**src/rtl/alu_sched_if.sv**
```systemverilog
// Request/response handshake bundle between requesters and alu_sched.
interface alu_sched_if #(
  parameter int NUM_REQ = 4
);
  localparam int ID_W = $clog2(NUM_REQ);

  logic [NUM_REQ-1:0]   req_valid;
  logic [NUM_REQ-1:0]   req_ready;
  logic [4*NUM_REQ-1:0] req_a;
  logic [4*NUM_REQ-1:0] req_b;
  logic [2*NUM_REQ-1:0] req_op;
  logic                 rsp_valid;
  logic                 rsp_ready;
  logic [ID_W-1:0]      rsp_id;
  logic [3:0]           rsp_data;

  modport master (
    output req_valid,
    output req_a,
    output req_b,
    output req_op,
    output rsp_ready,
    input  req_ready,
    input  rsp_valid,
    input  rsp_id,
    input  rsp_data
  );

  modport slave (
    input  req_valid,
    input  req_a,
    input  req_b,
    input  req_op,
    input  rsp_ready,
    output req_ready,
    output rsp_valid,
    output rsp_id,
    output rsp_data
  );
endinterface

```
**src/rtl/alu_sched.sv**
```systemverilog
// Round-robin scheduler sharing one registered 4-bit ALU among requesters.
// Optional op counter enabled by ALU_SCHED_STATS_EN.
module alu_sched #(
  parameter int NUM_REQ = 4
) (
  input  logic       clk,
  input  logic       rst,
  alu_sched_if.slave bus,
  output logic [3:0] alu_a,
  output logic [3:0] alu_b,
  output logic [1:0] alu_op,
  input  logic [3:0] alu_result
`ifdef ALU_SCHED_STATS_EN
  ,
  output logic [15:0] ops_done,
  input  logic        stats_clr
`endif
);

  localparam int ID_W = $clog2(NUM_REQ);
  localparam int IW   = ID_W + 1;

  typedef enum logic [1:0] {
    IDLE,
    EXEC,
    CAPT,
    RESP
  } state_t;

  state_t state;
  state_t state_nxt;

  logic [ID_W-1:0]    last;
  logic [ID_W-1:0]    gid;
  logic [ID_W-1:0]    gnt_idx;
  logic               gnt_any;
  logic               grant;
  logic               rsp_hs;
  logic [NUM_REQ-1:0] ready_oh;
  logic [3:0]         sel_a;
  logic [3:0]         sel_b;
  logic [1:0]         sel_op;
  logic               rsp_valid_q;
  logic [ID_W-1:0]    rsp_id_q;
  logic [3:0]         rsp_data_q;

  // Search upward from last+1, wrapping at NUM_REQ.
  always_comb begin : arb
    logic [IW-1:0] idx;
    idx     = '0;
    gnt_any = 1'b0;
    gnt_idx = '0;
    for (int k = 1; k <= NUM_REQ; k++) begin
      idx = {1'b0, last} + IW'(k);
      if (idx >= IW'(NUM_REQ)) begin
        idx = idx - IW'(NUM_REQ);
      end
      if (!gnt_any && bus.req_valid[idx[ID_W-1:0]]) begin
        gnt_any = 1'b1;
        gnt_idx = idx[ID_W-1:0];
      end
    end
  end

  always_comb begin
    sel_a  = '0;
    sel_b  = '0;
    sel_op = '0;
    for (int i = 0; i < NUM_REQ; i++) begin
      if (gnt_idx == ID_W'(i)) begin
        sel_a  = bus.req_a[4*i +: 4];
        sel_b  = bus.req_b[4*i +: 4];
        sel_op = bus.req_op[2*i +: 2];
      end
    end
  end

  assign grant  = (state == IDLE) && gnt_any;
  assign rsp_hs = (state == RESP) && bus.rsp_ready;

  always_comb begin
    ready_oh = '0;
    if (grant && !rst) begin
      ready_oh[gnt_idx] = 1'b1;
    end
  end

  assign bus.req_ready = ready_oh;
  assign bus.rsp_valid = rsp_valid_q;
  assign bus.rsp_id    = rsp_id_q;
  assign bus.rsp_data  = rsp_data_q;

  always_ff @(posedge clk or posedge rst) begin
    if (rst) begin
      state <= IDLE;
    end else begin
      state <= state_nxt;
    end
  end

  always_comb begin
    state_nxt = state;
    unique case (state)
      IDLE:    if (gnt_any) state_nxt = EXEC;
      EXEC:    state_nxt = CAPT;
      CAPT:    state_nxt = RESP;
      RESP:    if (bus.rsp_ready) state_nxt = IDLE;
      default: state_nxt = IDLE;
    endcase
  end

  // ALU operands persist between operations.
  always_ff @(posedge clk or posedge rst) begin
    if (rst) begin
      alu_a  <= '0;
      alu_b  <= '0;
      alu_op <= '0;
      gid    <= '0;
      last   <= ID_W'(NUM_REQ - 1);
    end else if (grant) begin
      alu_a  <= sel_a;
      alu_b  <= sel_b;
      alu_op <= sel_op;
      gid    <= gnt_idx;
      last   <= gnt_idx;
    end
  end

  always_ff @(posedge clk or posedge rst) begin
    if (rst) begin
      rsp_valid_q <= 1'b0;
      rsp_id_q    <= '0;
      rsp_data_q  <= '0;
    end else if (state == CAPT) begin
      rsp_valid_q <= 1'b1;
      rsp_id_q    <= gid;
      rsp_data_q  <= alu_result;
    end else if (rsp_hs) begin
      rsp_valid_q <= 1'b0;
    end
  end

`ifdef ALU_SCHED_STATS_EN
  always_ff @(posedge clk or posedge rst) begin
    if (rst) begin
      ops_done <= '0;
    end else if (stats_clr) begin
      ops_done <= '0;
    end else if (rsp_hs && ops_done != 16'hFFFF) begin
      ops_done <= ops_done + 16'd1;
    end
  end
`endif

endmodule
```
**src/flat_wrapper.sv**
```systemverilog
// flat-port wrapper written by rule: the top's interface ports become plain ports
module alu_sched_flat 
#(
  parameter int NUM_REQ = 4
)
  (clk, rst, alu_a, alu_b, alu_op, alu_result, bus_req_valid, bus_req_a, bus_req_b, bus_req_op, bus_rsp_ready, bus_req_ready, bus_rsp_valid, bus_rsp_id, bus_rsp_data);
  alu_sched_if #(.NUM_REQ(NUM_REQ)) bus_i ();
  input  logic clk;
  input  logic rst;
  output logic [3:0] alu_a;
  output logic [3:0] alu_b;
  output logic [1:0] alu_op;
  input  logic [3:0] alu_result;
  input wire logic [$bits(bus_i.req_valid)-1:0] bus_req_valid;
  input wire logic [$bits(bus_i.req_a)-1:0] bus_req_a;
  input wire logic [$bits(bus_i.req_b)-1:0] bus_req_b;
  input wire logic [$bits(bus_i.req_op)-1:0] bus_req_op;
  input wire logic [$bits(bus_i.rsp_ready)-1:0] bus_rsp_ready;
  output wire logic [$bits(bus_i.req_ready)-1:0] bus_req_ready;
  output wire logic [$bits(bus_i.rsp_valid)-1:0] bus_rsp_valid;
  output wire logic [$bits(bus_i.rsp_id)-1:0] bus_rsp_id;
  output wire logic [$bits(bus_i.rsp_data)-1:0] bus_rsp_data;
  assign bus_i.req_valid = bus_req_valid;
  assign bus_i.req_a = bus_req_a;
  assign bus_i.req_b = bus_req_b;
  assign bus_i.req_op = bus_req_op;
  assign bus_i.rsp_ready = bus_rsp_ready;
  assign bus_req_ready = bus_i.req_ready;
  assign bus_rsp_valid = bus_i.rsp_valid;
  assign bus_rsp_id = bus_i.rsp_id;
  assign bus_rsp_data = bus_i.rsp_data;
  alu_sched #(.NUM_REQ(NUM_REQ)) u_core (.clk(clk), .rst(rst), .bus(bus_i), .alu_a(alu_a), .alu_b(alu_b), .alu_op(alu_op), .alu_result(alu_result));
endmodule
```
**config.mk**
```make
export PLATFORM = sky130hd
export DESIGN_NAME = alu_sched_flat
export DESIGN_NICKNAME = d
export VERILOG_FILES = /design/src/rtl/alu_sched_if.sv /design/src/rtl/alu_sched.sv /design/src/flat_wrapper.sv
export SDC_FILE = /design/constraint.sdc
export NUM_CORES = 1
export LEC_CHECK = 0
export ABC_AREA = 1
export ABC_CLOCK_PERIOD_IN_PS = 4600
export CORE_ASPECT_RATIO = 1.2
export CORE_MARGIN = 3
export CORE_UTILIZATION = 46
export CTS_CLUSTER_SIZE = 8
export DETAILED_ROUTE_END_ITERATION = 12
export PLACE_DENSITY = 0.92
export SYNTH_ARGS = -nofsm -noshare
export SYNTH_HDL_FRONTEND = slang
export SYNTH_SLANG_ARGS = --single-unit
```
**constraint.sdc**
```tcl
create_clock -name clk -period 4.6 [get_ports clk]
set_clock_uncertainty 0.2 [all_clocks]
set_input_delay 0.92 -clock clk [delete_from_list [all_inputs] [get_ports clk]]
set_output_delay 0.92 -clock clk [all_outputs]
set_load 0.005 [all_outputs]
```
======== Word level (Yosys, flattened, before mapping) ========
Cells that the tools add are included.
storage, ports and cells
  bits in registers ....................... 23
  input port bits ......................... 51
  output and inout bits ................... 21
  logic and storage cells ................. 90
operators by class
  $add $sub $neg .......................... 8
  magnitude comparators ................... 10
  eq/ne operators ......................... 8
  muxes and demuxes ....................... 40
  reductions and logical operators ........ 15
operators by type and width
  operator                                                     number
  two-way mux 4 bit                                            9
  two-way mux 2 bit                                            14
  less-than comparator 2 x 3 -> 1 bit (second input constant)  5
  >= comparator 3 bit (second input constant)                  4
  two-way mux 1 bit                                            11
  binary-select mux 1 bit (select 2 bit)                       4
  equality test 2 bit (second input constant)                  4
  case mux 2 bit (4 select lines)                              1
  subtractor 2 x 1 -> 2 bit (second input constant)            4
  logical AND 1 bit                                            7
  adder 2 x 2 -> 3 bit (second input constant)                 2
  equality test 2 x 1 -> 1 bit (second input constant)         2
  zero test 1 bit                                              4
  zero test 2 bit                                              2
  adder 2 x 1 -> 3 bit (second input constant)                 1
  adder 2 x 3 -> 3 bit (second input constant)                 1
  demux 1 bit (select 2 bit)                                   1
  >= comparator 2 x 1 -> 1 bit (second input constant)         1
  inequality test 2 x 1 -> 1 bit (second input constant)       1
  inequality test 2 bit (second input constant)                1
  AND reduction 2 bit                                          1
  nonzero test 2 bit                                           1

======== Depth between registers and ports, before layout ========
  depth in word-level cells ............... 20
  gate-level depth with buffers ........... 16
  depth with buffers taken out ............ 14

======== Worst setup path before layout ========
OpenSTA, ideal clock, no wires.
  path kind ............................... input-to-output
  start point ............................. input bus_req_valid[0]
  end point ............................... output bus_req_ready[0]
  data arrival time ....................... 1.974 ns
  setup slack ............................. 1.506 ns
  cell stages on the path ................. 11
  path buffers ............................ 1
  path through ............................ nand2_1 nand2_2 inv_1 nand2_1 nand2_1 nand4_1 nand2_1 inv_1 buf_4 nand2_1 nor3_1
on the way
  word-level cells in the longest chain between the ends .. 17
  elaborated cells between the ends (all ways) .. 30
  those cells by class .................... order compare (2); mux (19); reduce/logical (9)
RTL lines
  element                                                                                                           line                RTL
  start, declared                                                                                                   flat_wrapper.sv:14  input wire logic [$bits(bus_i.req_valid)-1:0] bus_req_valid;
  binary-select mux 1 bit (select 2 bit)                                                                            alu_sched.sv:58     if (!gnt_any && bus.req_valid[idx[ID_W-1:0]]) begin
  two-way mux 1 bit (implied by the code)                                                                           alu_sched.sv:58
  two-way mux 1 bit                                                                                                 alu_sched.sv:58
  zero test 1 bit                                                                                                   alu_sched.sv:58
  logical AND 1 bit                                                                                                 alu_sched.sv:58
  two-way mux 1 bit                                                                                                 alu_sched.sv:58
  zero test 1 bit                                                                                                   alu_sched.sv:58
  logical AND 1 bit                                                                                                 alu_sched.sv:58
  two-way mux 1 bit                                                                                                 alu_sched.sv:58
  zero test 1 bit                                                                                                   alu_sched.sv:58
  logical AND 1 bit                                                                                                 alu_sched.sv:58
  two-way mux 2 bit                                                                                                 alu_sched.sv:58
  less-than comparator 2 x 3 -> 1 bit (implied by the code) / >= comparator 2 x 1 -> 1 bit (equally long branches)  alu_sched.sv:84     ready_oh[gnt_idx] = 1'b1;
  logical AND 1 bit (implied by the code)                                                                           alu_sched.sv:84
  two-way mux 1 bit (implied by the code)                                                                           alu_sched.sv:84
  demux 1 bit (select 2 bit)                                                                                        --
  two-way mux 4 bit *                                                                                               alu_sched.sv:83     if (grant && !rst) begin
  end, declared                                                                                                     flat_wrapper.sv:19  output wire logic [$bits(bus_i.req_ready)-1:0] bus_req_ready;
Mark *: on every way between the ends. The rest lies on a longest branch, timed or not. The select of a mux whose other input is x is not followed.

======== Worst setup path after layout ========
  start point ............................. input bus_req_valid[2]
  end point ............................... output bus_req_ready[1]
The elaborated chain is that of the path after synthesis.

==> impl.org <==
** Die
- Starting Density :: 48.60%
- The floorplan step defined a die boundary enclosing 4346 sq um.
- Total core area :: about 3400 sq um
- Num rows :: 23
- Top-level port count :: between 70 and 80
- In this run the horizontal extent of the chip is 60.68 microns.
- The die is 71.62 microns tall.

** GRT
- The total overflow left after global routing is 0.
- Entering global routing, the biggest net connects 24 pins.
- Number of antenna violations at the first check in global routing :: 0
- First-pass GRT wire length :: a little over 7 mm
- Total track usage :: between 20% and 30%
- The number of global-route vias before repair is between 1500 and 2000.

** Place
- DP Wirelength :: around 3.4 mm
- After detailed placement, the design holds a cell count of approximately 350.
- Routability-driven placement finished with a final weighted congestion of around 0.9.
- During placement, the flow inserted port buffers numbering ~70.

** Min path
- Min-delay src :: u_core.bus.rsp_valid$_DFFE_PP0P_
- Hold Path Class :: reg -> reg

** Timing
- For this run, the top clock speed supported by timing is roughly 240 MHz.
- Summed over all failing endpoints, the final setup total negative slack is 0 ns.
- The final hold violation count is 0.
- WHS :: ~0.27 ns
- Period utilisation layout :: 90.92%
- Setup violations remaining at the end of the flow were counted as 0.
- Setup repair after global routing missed its margin :: no
- For the pin with the worst max-slew slack, the measured transition is 0.3468 ns.
- Worst max-slew margin expressed relative to the limit :: roughly 77%
- Pins over their slew limit :: 0
- Minimum clock period after layout :: around 4.2 ns

** Clock network
- Post-CTS resize count :: 0
- Buffer levels on the longest clock path :: 2
- Register clock-pin slew on the reported worst setup and hold paths :: roughly 0.080 ns
- For the worst-skew pair, the clock arrives at the later sink with an insertion delay of ~0.27 ns.
- The clock drives 23 sinks.
- TritonCTS clock tree :: done
- In this run, CTS created clock tree buffers numbering 3.
- CTS hold repair buffers :: 0
- In this run the number of H-tree levels came out at 1.
- Clock root cell :: clkbuf_8
- Buffers added to address setup during post-CTS repair amount to 0.

** Setup path
- The critical path contains buffers and inverters numbering 4 combined.
- Of all nets on the critical path, the largest fanout is 13.
- Grouping stages by cell kind, the critical path spends the most delay in buffers and inverters.
- The largest individual stage delay along the critical path comes from the cell clkdlybuf4s50_1.
- Ordered cell list for the critical path :: clkdlybuf4s50_1 -> nand2_1 -> nand2_2 -> inv_1 -> nand2_1 -> nand2_1 -> nand4_1 -> nand2_1 -> buf_4 -> nor3_1 -> clkdlybuf4s50_1
- Type of element launching the critical path :: input port
- Critical path origin :: bus_req_valid[2]
- Largest stage delay, worst path :: about 0.52 ns
- The most numerous cell type found on the critical path is nand2_1.
- The worst register-to-register path begins at u_core.last[0]$_DFFE_PP1N_.
- STA classifies the critical path endpoint as an output port.
- Critical setup path kind :: in -> out
- STA puts the critical path data arrival time at a little over 3 ns.
- STA puts the critical path data required time at 3.48 ns.

** Detailed routing
- In the routed layout, each cell is associated on average with a via count of around 5.1.
- Overall routed net length :: around 4.3 mm
- The first TritonRoute pass finished after 4 iterations.
- Sum of met2 wire segment lengths after detailed routing :: between 2 and 2.5 mm
- The detailed router used layers up to and including met4.
- For this block, the initial DRC count from the detailed router was between 80 and 90.
- After detailed routing, the wire length on met1 is approximately 1.8 mm.
- Met3 routed wirelength :: roughly 350 microns
- Detailed-route via count :: ~1800
- WL per Instance :: between 10 and 15 microns
- Post-route DRC violation count :: 0
- Once detail routing completed, the nets flagged for antenna violations numbered 0.

** Synth
- Synthesis produced around 240 cells.
- Number of distinct library cells after synthesis :: 27
- Combined area of all synthesized cells :: ~1700 sq um
- Summing the sequential cell areas from Yosys gives 35.03% of the chip area.
- Net count after synthesis :: between 200 and 300
- A synthesized cell averages between 6 and 7 sq um.
- Number of register bits inferred by synthesis :: 23
- Ys Warns :: 0

** Finish
- Across the whole layout, storage elements account for ~580 sq um.
- Number of filler instances in the final layout :: about 280
- Cell Count, Final, Fillers Out :: 352
- Once layout is complete, the utilization of the core stands at between 70% and 80%.
- Antenna diodes :: 0
- Total number of nets in the final design :: around 370
- Proportion of layout cells with a drive suffix above 1 :: 9.206%
- Total area of multi-input combinational cells :: 879.6 sq um
- The area growth from synthesis to layout is 46.02%.

** Run
- Max cap viols :: 0

** Power and ir drop
- Areal power density over the cells :: ~720 nW/um^2
- VDD IR-drop max :: roughly 500 uV
- Standby leakage power :: approximately 1.2 nW

** Outcome
- The flow ran to the end, and the final reports show no timing, DRC or antenna violations.
[power breakdown]
| group | switching (mW) | internal (mW) |
|---|---|---|
| Sequential | 0.0732 | 0.311 |
| Combinational | 0.737 | 0.499 |
| Clock | 0.0632 | 0.0619 |
| Total | 0.874 | 0.872 |
[per-layer routing]
layer	vias to the layer above	GRT usage [%]
met5	-	0
met4	0	6.506
met3	9	6.847
met2	76	37.46
met1	793	25.54
li1	901	-
[metrics by stage]
step | setup WS (ns) | power [mW] | area (sq um)
3_5_place_dp | 0.4205 | 1.622 | 2365
6_report | 0.4177 | 1.745 | 2410
4_1_cts | 0.4090 | 1.756 | 2410
5_1_grt | 0.2211 | 1.934 | 2410
2_1_floorplan | 1.506 | 1.283 | 1650
3_3_place_gp | 0.4495 | 1.579 | 2365
[cell type report]
type / count / area share [%]
timing repair buffer: 75 / 30.74
clock buffer: 4 / 1.869
multi-input combinational: 181 / 36.50
inverter: 32 / 4.984
tap: 37 / 1.921
sequential: 23 / 23.99
[synthesized netlist by cell type (all sizes together)]
master  number  area share [%]
nand2      114              28
dfrtp       21              32
o21ai       25             7.6
clkinv       1            0.23
inv         31             7.1
dfstp        2             3.2
nor3         3            0.91
a21boi       2             1.1
clkbuf       1            0.23
ha           4             3.0
buf          7             4.2
nand3       22             7.7
nand4        4             1.9
nor2         6             2.4
o22ai        1            0.38
[flip-flops by register name (all words and copies together) (netlist names)]
signal and flops:
u_core.alu_a 4, u_core.alu_b 4, u_core.bus.rsp_data 4, u_core.alu_op 2, u_core.bus.rsp_id 2, u_core.gid 2
u_core.last 2, u_core.state 2, u_core.bus.rsp_valid 1
[cell usage in the layout, fill, tap and decap left out, types with 3 or more instances in the layout]
cell type	Yosys	final
clkbuf_8	0	3
nand4_1	3	3
o21ai_0	10	10
inv_1	29	29
o21ai_1	15	15
buf_4	1	4
nand2_2	9	9
nor3_1	3	3
clkdlybuf4s50_1	0	71
dfrtp_1	21	21
nor2_1	3	3
ha_1	4	4
nand2_1	103	103
nand3_1	20	20
[worst paths after layout]
kind | end | slack (ns) | cells after the start
min in group asynchronous | u_core.alu_b[2]$_DFFE_PP0N_ | 0.86 | 3
setup / recovery | bus_req_ready[1] | 0.42 | 11
hold / removal | u_core.bus.rsp_valid$_DFFE_PP0P_ | 0.27 | 2
max in group asynchronous | u_core.last[1]$_DFFE_PP1N_ | 3.06 | 3
hold reg to reg | u_core.bus.rsp_valid$_DFFE_PP0P_ | 0.27 | 2
setup reg to reg | u_core.alu_a[2]$_DFFE_PP0N_ | 1.92 | 14
[cell families after synthesis]
group,share of synthesized area [%]
and+or+nand+nor,41.17
adders and majority gates,3.033
buffers and inverters,11.67
DFF,35.03
AOI/OAI and AO/OA,9.098
[worst register-to-register path: stages, from the launching register on]
cell and delay (ns):
dfstp_2 0.67, inv_2 0.16, nand2_1 0.10, nand2_2 0.08, nand2_2 0.09, a21boi_1 0.16
nand2_1 0.07, clkinv_1 0.04, nand2_1 0.17, buf_4 0.25, nor2_2 0.32, nand2_1 0.10
nand3_1 0.09, nand2_1 0.07, nand2_1 0.06
No activity file was read; power rests on OpenSTA's default activity.
